==> src/rtl/pe_arr_seq_if.sv <==
// Job, buffer-read and array-drive signals of the PE array sequencer.
// master: the sequencer side; slave: scheduler/buffer/array side.
interface pe_arr_seq_if #(
  parameter int ROWS = 8,
  parameter int COLS = 8,
  parameter int DW   = 8,
  parameter int KMAX = 256,
  parameter int KW   = $clog2(KMAX + 1),
  parameter int AW   = $clog2(KMAX)
);
  logic                 start;
  logic                 abort;
  logic [KW-1:0]        k_len;
  logic                 busy;
  logic                 done;
  logic                 w_rd_en;
  logic                 a_rd_en;
  logic [AW-1:0]        rd_addr;
  logic [COLS*DW-1:0]   w_rd_data;
  logic [ROWS*DW-1:0]   a_rd_data;
  logic                 arr_clr;
  logic                 arr_fire;
  logic [COLS*DW-1:0]   arr_w;
  logic [ROWS*DW-1:0]   arr_a;

  modport master (
    input  start, abort, k_len, w_rd_data, a_rd_data,
    output busy, done, w_rd_en, a_rd_en, rd_addr, arr_clr, arr_fire, arr_w, arr_a
  );

  modport slave (
    output start, abort, k_len, w_rd_data, a_rd_data,
    input  busy, done, w_rd_en, a_rd_en, rd_addr, arr_clr, arr_fire, arr_w, arr_a
  );
endinterface

==> src/rtl/pe_arr_seq.sv <==
// Tile-job sequencer for a ROWSxCOLS systolic PE array: clears the array, streams k_len
// operand vectors from the buffers with diagonal skew, drains the pipeline, pulses done.
module pe_arr_seq #(
  parameter int ROWS = 8,
  parameter int COLS = 8,
  parameter int DW   = 8,
  parameter int KMAX = 256
) (
  input logic          clk,
  input logic          rstn,
  pe_arr_seq_if.master bus
);
  localparam int KW  = $clog2(KMAX + 1);
  localparam int AW  = $clog2(KMAX);
  localparam int DRN = ROWS + COLS - 1;
  localparam int DCW = $clog2(DRN + 1);

  typedef enum logic [2:0] {IDLE, CLEAR, FEED, DRAIN, DONE} state_t;

  state_t              state_q, state_d;
  logic [KW-1:0]       k_lat;
  logic [KW-1:0]       feed_cnt;
  logic [DCW-1:0]      drain_cnt;
  logic                zero_done;
  logic                rd_vld_p0;
  logic                accept;
  logic                abort_act;
  logic                busy, done, rd_en, arr_clr, arr_fire;
  logic [AW-1:0]       rd_addr;
  logic [ROWS*DW-1:0]  a_p0, arr_a;
  logic [COLS*DW-1:0]  w_p0, arr_w;

  function automatic logic [KW-1:0] clamp_k(input logic [KW-1:0] k);
    return (k > KW'(KMAX)) ? KW'(KMAX) : k;
  endfunction

  assign accept    = (state_q == IDLE) && bus.start && !bus.abort;
  assign abort_act = bus.abort && (state_q != IDLE);

  always_comb begin
    state_d  = state_q;
    busy     = 1'b0;
    rd_en    = 1'b0;
    rd_addr  = '0;
    arr_clr  = 1'b0;
    arr_fire = 1'b0;
    done     = zero_done;
    case (state_q)
      IDLE: begin
        if (accept && (bus.k_len != '0)) state_d = CLEAR;
      end
      CLEAR: begin
        busy    = 1'b1;
        arr_clr = 1'b1;
        state_d = abort_act ? IDLE : FEED;
      end
      FEED: begin
        busy     = 1'b1;
        rd_en    = 1'b1;
        rd_addr  = feed_cnt[AW-1:0];
        arr_fire = (feed_cnt != '0);
        if (abort_act)                           state_d = IDLE;
        else if ((feed_cnt + KW'(1)) == k_lat)   state_d = DRAIN;
      end
      DRAIN: begin
        busy     = 1'b1;
        arr_fire = 1'b1;
        if (abort_act)                           state_d = IDLE;
        else if (drain_cnt == DCW'(DRN - 1))     state_d = DONE;
      end
      DONE: begin
        done    = 1'b1;
        state_d = IDLE;
      end
      default: state_d = IDLE;
    endcase
  end

  always_ff @(posedge clk or negedge rstn) begin
    if (!rstn) begin
      state_q   <= IDLE;
      k_lat     <= '0;
      feed_cnt  <= '0;
      drain_cnt <= '0;
      zero_done <= 1'b0;
      rd_vld_p0 <= 1'b0;
    end else begin
      state_q   <= state_d;
      feed_cnt  <= (state_q == FEED  && state_d == FEED)  ? feed_cnt + KW'(1)   : '0;
      drain_cnt <= (state_q == DRAIN && state_d == DRAIN) ? drain_cnt + DCW'(1) : '0;
      if (accept) k_lat <= clamp_k(bus.k_len);
      zero_done <= accept && (bus.k_len == '0);
      rd_vld_p0 <= (state_q == FEED) && !bus.abort;
    end
  end

  // p0: buffer data returns one cycle after the strobe; masked so idle slots carry zeros
  assign a_p0 = rd_vld_p0 ? bus.a_rd_data : '0;
  assign w_p0 = rd_vld_p0 ? bus.w_rd_data : '0;

  for (genvar i = 0; i < ROWS; i++) begin : g_a
    if (i == 0) begin : g_lane0
      assign arr_a[DW-1:0] = a_p0[DW-1:0];
    end else begin : g_dly
      logic [DW-1:0] sr_p [i];
      always_ff @(posedge clk or negedge rstn) begin
        if (!rstn) begin
          for (int s = 0; s < i; s++) sr_p[s] <= '0;
        end else if (abort_act) begin
          for (int s = 0; s < i; s++) sr_p[s] <= '0;
        end else begin
          sr_p[0] <= a_p0[i*DW +: DW];
          for (int s = 1; s < i; s++) sr_p[s] <= sr_p[s-1];
        end
      end
      assign arr_a[i*DW +: DW] = sr_p[i-1];
    end
  end

  for (genvar j = 0; j < COLS; j++) begin : g_w
    if (j == 0) begin : g_lane0
      assign arr_w[DW-1:0] = w_p0[DW-1:0];
    end else begin : g_dly
      logic [DW-1:0] sr_p [j];
      always_ff @(posedge clk or negedge rstn) begin
        if (!rstn) begin
          for (int s = 0; s < j; s++) sr_p[s] <= '0;
        end else if (abort_act) begin
          for (int s = 0; s < j; s++) sr_p[s] <= '0;
        end else begin
          sr_p[0] <= w_p0[j*DW +: DW];
          for (int s = 1; s < j; s++) sr_p[s] <= sr_p[s-1];
        end
      end
      assign arr_w[j*DW +: DW] = sr_p[j-1];
    end
  end

  assign bus.busy     = busy;
  assign bus.done     = done;
  assign bus.w_rd_en  = rd_en;
  assign bus.a_rd_en  = rd_en;
  assign bus.rd_addr  = rd_addr;
  assign bus.arr_clr  = arr_clr;
  assign bus.arr_fire = arr_fire;
  assign bus.arr_a    = arr_a;
  assign bus.arr_w    = arr_w;
endmodule
==> src/flat_wrapper.sv <==
// flat-port wrapper written by rule: the top's interface ports become plain ports
module pe_arr_seq_flat 
#(
  parameter int ROWS = 8,
  parameter int COLS = 8,
  parameter int DW   = 8,
  parameter int KMAX = 256
)
  (clk, rstn, bus_start, bus_abort, bus_k_len, bus_w_rd_data, bus_a_rd_data, bus_busy, bus_done, bus_w_rd_en, bus_a_rd_en, bus_rd_addr, bus_arr_clr, bus_arr_fire, bus_arr_w, bus_arr_a);
  pe_arr_seq_if #(.ROWS(ROWS), .COLS(COLS), .DW(DW), .KMAX(KMAX)) bus_i ();
  input logic clk;
  input logic rstn;
  input wire logic [$bits(bus_i.start)-1:0] bus_start;
  input wire logic [$bits(bus_i.abort)-1:0] bus_abort;
  input wire logic [$bits(bus_i.k_len)-1:0] bus_k_len;
  input wire logic [$bits(bus_i.w_rd_data)-1:0] bus_w_rd_data;
  input wire logic [$bits(bus_i.a_rd_data)-1:0] bus_a_rd_data;
  output wire logic [$bits(bus_i.busy)-1:0] bus_busy;
  output wire logic [$bits(bus_i.done)-1:0] bus_done;
  output wire logic [$bits(bus_i.w_rd_en)-1:0] bus_w_rd_en;
  output wire logic [$bits(bus_i.a_rd_en)-1:0] bus_a_rd_en;
  output wire logic [$bits(bus_i.rd_addr)-1:0] bus_rd_addr;
  output wire logic [$bits(bus_i.arr_clr)-1:0] bus_arr_clr;
  output wire logic [$bits(bus_i.arr_fire)-1:0] bus_arr_fire;
  output wire logic [$bits(bus_i.arr_w)-1:0] bus_arr_w;
  output wire logic [$bits(bus_i.arr_a)-1:0] bus_arr_a;
  assign bus_i.start = bus_start;
  assign bus_i.abort = bus_abort;
  assign bus_i.k_len = bus_k_len;
  assign bus_i.w_rd_data = bus_w_rd_data;
  assign bus_i.a_rd_data = bus_a_rd_data;
  assign bus_busy = bus_i.busy;
  assign bus_done = bus_i.done;
  assign bus_w_rd_en = bus_i.w_rd_en;
  assign bus_a_rd_en = bus_i.a_rd_en;
  assign bus_rd_addr = bus_i.rd_addr;
  assign bus_arr_clr = bus_i.arr_clr;
  assign bus_arr_fire = bus_i.arr_fire;
  assign bus_arr_w = bus_i.arr_w;
  assign bus_arr_a = bus_i.arr_a;
  pe_arr_seq #(.ROWS(ROWS), .COLS(COLS), .DW(DW), .KMAX(KMAX)) u_core (.clk(clk), .rstn(rstn), .bus(bus_i));
endmodule
==> config.mk <==
export PLATFORM = sky130hd
export DESIGN_NAME = pe_arr_seq_flat
export DESIGN_NICKNAME = d
export VERILOG_FILES = /design/src/rtl/pe_arr_seq_if.sv /design/src/rtl/pe_arr_seq.sv /design/src/flat_wrapper.sv
export SDC_FILE = /design/constraint.sdc
export NUM_CORES = 1
export LEC_CHECK = 0
export CAP_MARGIN = 20
export CELL_PAD_IN_SITES_DETAIL_PLACEMENT = 2
export CELL_PAD_IN_SITES_GLOBAL_PLACEMENT = 2
export CORE_UTILIZATION = 36
export CTS_CLUSTER_SIZE = 12
export DETAILED_ROUTE_END_ITERATION = 10
export PLACE_DENSITY = 0.76
export SYNTH_ARGS = -nofsm -noshare
export SYNTH_HDL_FRONTEND = slang
export SYNTH_SLANG_ARGS = --single-unit
==> constraint.sdc <==
create_clock -name clk -period 2.91 [get_ports clk]
set_input_delay 0.291 -clock clk [delete_from_list [all_inputs] [get_ports clk]]
set_output_delay 0.291 -clock clk [all_outputs]
set_load 0.02 [all_outputs]
## Yosys cells after proc, flatten, opt, wreduce, memory -nomap -nowiden

Index checks and enable logic that the tools add are counted.

- Order comparisons: 1
- Add/subtract/negate cells: 2
- Muxes and demuxes: 32
- Eq/ne operators: 8
- Reduce and logical (&&, ||, !) cells: 15

Operators with widths:

| operator | number |
|---|---|
| $mux W64 | 2 |
| $mux W56 | 2 |
| $mux W48 | 2 |
| $mux W40 | 2 |
| $mux W32 | 2 |
| $mux W24 | 2 |
| $mux W16 | 2 |
| $mux W8 | 3 |
| $mux W9 | 2 |
| $reduce_bool A9 Y1 | 2 |
| $mux W3 | 5 |
| $eq A3 B2 Y1 const B | 4 |
| $pmux W3 S4 | 1 |
| $add A9 B1 Y9 const B | 1 |
| $eq A9 B9 Y1 | 1 |
| $gt A9 B9 Y1 const B | 1 |
| $logic_not A9 Y1 | 1 |
| $logic_and A1 B1 Y1 | 8 |
| $add A4 B1 Y4 const B | 1 |
| $eq A4 B4 Y1 const B | 1 |
| $mux W1 | 4 |
| $mux W4 | 1 |
| $eq A3 B1 Y1 const B | 1 |
| $eq A3 B3 Y1 const B | 1 |
| 6 further kinds | 6 |

- Input port bits: 141
- Output and inout bits: 142
- Logic and storage cells: 120
- Register bits: 475

## Longest topological paths before layout

- Depth in word-level cells: 9
- Gate-level depth with buffers: 7
- Mapped depth without buffers: 7

## Least setup slack after synthesis

No wires, ideal clock.

- Kind: reg2reg
- From: reg u_core.feed_cnt[0]
- To: reg u_core.feed_cnt[1]
- Data required time: 2.790 ns
- Clock period less this slack: 2.112 ns
- Stages on the path, launching flop included: 7
- Setup slack: 0.798 ns
- Arrival: 1.992 ns
- Cell sequence: dfrtp_1 ha_1 xnor3_1 and4_1 o2111ai_2 or4_1 and3_1

- Word-level cells in the longest chain between the ends: 8

Ends and longest elaborated chain:

| what | RTL line | source |
|---|---|---|
| start: declaration | pe_arr_seq.sv:22 | `logic [KW-1:0] feed_cnt;` |
| start signal: assignment | pe_arr_seq.sv:89 | `feed_cnt <= (state_q == FEED && state_d == FEED) ? feed_cnt + KW'(1) : '0;` |
| $add A9 B1 Y9 (*) | pe_arr_seq.sv:63, pe_arr_seq.sv:89 |  |
| $eq A9 B9 Y1 | pe_arr_seq.sv:63 | `else if ((feed_cnt + KW'(1)) == k_lat) state_d = DRAIN;` |
| $mux W3 | pe_arr_seq.sv:63 |  |
| $mux W3 | pe_arr_seq.sv:62 | `if (abort_act) state_d = IDLE;` |
| $pmux W3 S4 | pe_arr_seq.sv:48 | `case (state_q)` |
| $eq A3 B2 Y1 | pe_arr_seq.sv:89 |  |
| $logic_and A1 B1 Y1 | pe_arr_seq.sv:89 |  |
| $mux W9 (*) | pe_arr_seq.sv:89 |  |

Mark *: on every way between the ends. The rest lies on a longest branch, timed or not.
A chain may end at the register's enable or synchronous reset.

## Worst setup path after layout

- From: reg u_core.feed_cnt[0]
- To: out bus_arr_fire

- Word-level cells in the longest chain between the ends: 2

Ends and longest elaborated chain:

| what | RTL line | source |
|---|---|---|
| $reduce_bool A9 Y1 | pe_arr_seq.sv:61 | `arr_fire = (feed_cnt != '0);` |
| $pmux W1 S2 | pe_arr_seq.sv:48 |  |
| end: declaration | flat_wrapper.sv:24 | `output wire logic [$bits(bus_i.arr_fire)-1:0] bus_arr_fire;` |

Every way passes these cells.

==> metrics.md <==
| Metric | Value |
|---|---|
| Drt total wl | `about 35000 um` |
| Worst-margin pin slew | `692 ps` |
| CTS tree | `built` |
| Reg clk slew, reported paths | `60 ps` |
| Mapped Area | `~0.017 mm^2` |
| Worst path depth | `5` |
| Commonest non-fill, non-tap cell in the layout | `dfrtp_1` |
| Max-cap violations | `0` |
| Non-Filler Instances | `approximately 2k` |
| DRC violations left | `0` |
| Vias in the first global route | `roughly 10k` |
| Register area share after synthesis | `between 70% and 80%` |
| Sink Count | `between 400 and 500` |
| Row cnt | `just under 80` |
| Post-DP HPWL | `around 23000 um` |
| Total Routing Usage GR | `15.7%` |
| Endpoints failing setup | `0` |
| Clock Latency Late Sink | `roughly 580 ps` |
| Clock skew after layout | `about 13 ps` |
| Largest net degree at the start of global routing | `approximately 160` |
| Area Overhead vs Synth | `27.4%` |
| Leak Pwr | `10.7 nW` |
| Max Slew Vio Count | `0` |
| Final nets | `about 1.6k` |
| Final min period | `2780 ps` |
| Cell family with most CP delay | `buffers and inverters` |
| Total core area | `0.0455 mm^2` |
| Post-synth EDFFs | `0` |
| Initial Util | `a little over a third` |
| Die width | `about 220 um` |
| # port buffers | `approximately 280` |
| Num ports | `between 200 and 300` |
| Total CTS buffers | `52` |
| Crit end category | `primary output` |
| Hold Crit Class | `input pin to register` |
| Synth async-reset ratio | `100%` |
| Final Hold Viols | `0` |
| Flops & latches, synth | `between 400 and 500` |
| Root Buffer Master | `clkbuf_16` |
| Share of layout cells above drive strength 1 | `approximately 7.3%` |
| Reg area | `0.0119 mm^2` |
| Most frequent cells in the layout | `dfrtp_1 (474), and2_1 (358), clkdlybuf4s50_1 (281), and3_1 (115), clkbuf_16 (54)` |
| Fin crit share | `95.7%` |
| Yosys top cell by area | `dfrtp_1` |
| Hold_sp | `bus_w_rd_data[48]` |
| Tot Pwr | `between 10 and 15 mW` |
| Post-CTS sizing | `0` |
| Via count | `about 9.0k` |
| Reg2Reg Setup Slack | `approximately 570 ps` |
| Worst slack, placed | `roughly 370 ps` |
| Yosys cell types | `37` |
| Ant diodes | `0` |
| Critical-path cell list | `inv_1 -> ha_1 -> nor3b_1 -> a311oi_1 -> clkdlybuf4s50_1` |
| Setup TNS | `0 ps` |
| DIE HEIGHT | `between 200 and 250 um` |
| CP max-delay cell | `clkdlybuf4s50_1` |
| CP arrival | `~2500 ps` |
| Drt pass-1 iters | `4` |
| Slowest cell delay on critical path | `about 700 ps` |
| Hold endpoint | `u_core.g_w[6].g_dly.sr_p[40]$_DFF_PN0_` |
| Outcome | `finished clean` |
| Longest Clk Path Bufs | `3` |
| ANT nets after route | `0` |
| Synth Flop Type | `dfrtp_1` |
| WP buf/inv | `2` |
| Fillers | `4412` |
| Max-slew headroom | `53.9%` |
| Pwr dens | `673 mW/mm^2` |
| Die ar. | `0.0471 mm^2` |
| Top cell type's share of synthesized area | `a little under three quarters` |
| Crit path max fanout | `5` |
| Critical Path Source Type | `register` |
| Total gr overflow | `0` |
| Worst R2R End | `u_core.feed_cnt[6]$_DFF_PN0_` |
| Multi-input logic area | `~0.0037 mm^2` |
| Critical path type | `register to primary output` |
| Global-route wire length before repair | `around 58000 um` |
| Worst Path Required | `about 2600 ps` |
| Synth warn | `0` |
| H-tree depth | `2` |
| Fmax | `0.359 GHz` |
| Syn Area/Cell | `about 14 um^2` |
| RSZ-0062 raised after global routing | `no` |
| Initial DRC count | `534` |
| Worst Hold Depth | `2` |
| Final worst setup slack | `~130 ps` |
| Routability Congestion | `around 0.76` |
| Worst r2r path cells | `6` |
| Placed Cells | `about 2.0k` |
| Reg2reg start | `u_core.feed_cnt[0]$_DFF_PN0_` |
| Routed wire per std cell | `17.2 um` |
| Post-Synthesis Cells | `between 1k and 1.5k` |
| Top post-synthesis cells by area | `dfrtp_1 (71%), and2_1 (13%), buf_4 (4.4%)` |
| Initial antenna violation count | `2` |
| Mapped Nets | `about 1.4k` |
| Vias per inst | `roughly 4.4` |
| Peak supply drop | `roughly 0.46 mV` |
==> power by group <==
group          leakage [nW]  internal (mW)  switching [mW]
clock network         0.832           4.03            2.53
registers              6.59           6.77          0.0696
logic                  3.25          0.398           0.474
==> repair_timing <==
action | CTS | global route
endpoints found under the hold margin | 68 | 0
hold buffers | 1 | 0
setup buffers | 0 | 0
==> registers in the layout, indices dropped and copies added (netlist names) <==
| signal | count |
|---|---|
| u_core.k_lat | 9 |
| u_core.rd_vld_p0 | 1 |
| u_core.bus.arr_w | 48 |
| u_core.state_q | 3 |
| u_core.g_w.g_dly.sr_p | 176 |
| u_core.drain_cnt | 4 |
| u_core.g_a.g_dly.sr_p | 176 |
| u_core.zero_done | 1 |
| u_core.feed_cnt | 9 |
| u_core.bus.arr_a | 48 |
==> metal layers <==
| layer | part of all wire (%) | global-route usage, % |
|---|---|---|
| met1 | 38 | 17.8 |
| met5 | 0.059 | 0 |
| met2 | 54 | 28.1 |
| met3 | 5.1 | 4.49 |
| met4 | 2.9 | 5.38 |
==> area by class of cell <==
| class | count | share of cell area, % |
|---|---|---|
| multi-input cells | 582 | 17.6 |
| clock inverters | 10 | 0.891 |
| repair buffers | 308 | 14.7 |
| inverters | 4 | 0.0708 |
| well taps | 600 | 3.54 |
| clock buffers | 79 | 7.19 |
| flip-flops and latches | 475 | 56.1 |
==> cell families (layout without fill, tap and decap cells) <==
logic type	count (synthesis)	in the layout	share of synthesized area, %
compound gates	15	15	0.751
xor+xnor	20	20	1.22
buf+inv	174	401	6.28
simple gates	541	541	19.9
flops	475	475	71.4
mux	2	2	0.128
fa+ha+maj	4	4	0.301
==> Yosys cell counts, types with 2 or more instances <==
cell	number
clkbuf_1	62
and3_1	115
buf_2	8
o21ai_0	6
nor3_1	3
nand3_1	6
o21ai_1	2
xnor2_1	10
nand2_1	13
xor2_1	8
buf_4	98
nor3b_1	2
nor4_1	5
inv_1	4
nand2b_1	10
dfrtp_1	475
xnor3_1	2
buf_6	2
ha_1	4
and2_1	358
nor2_1	21
and4_1	2
==> how the worst max path moves through the flow <==
stage | from | end | slack (ps)
3_5_place_dp | bus_abort | u_core.feed_cnt[3]$_DFF_PN0_ | 370
3_3_place_gp | bus_abort | u_core.feed_cnt[1]$_DFF_PN0_ | 490
2_1_floorplan | u_core.feed_cnt[0]$_DFF_PN0_ | u_core.feed_cnt[1]$_DFF_PN0_ | 800
6_report | u_core.feed_cnt[0]$_DFF_PN0_ | bus_arr_fire | 130
5_1_grt | u_core.feed_cnt[0]$_DFF_PN0_ | bus_arr_fire | 7
4_1_cts | u_core.feed_cnt[0]$_DFF_PN0_ | bus_arr_fire | 90
==> per-stage QoR <==
step / utilization [%] / hold WS [ps] / instance area [um^2]
floorplan: - / -4.59 / 16700
global placement: 42.8 / 352 / 19500
detailed placement: 42.8 / 359 / 19500
CTS: 46.6 / 244 / 21200
global route: 46.6 / 251 / 21200
finish: 46.6 / 292 / 21200
(Power assumes the default switching activity.)
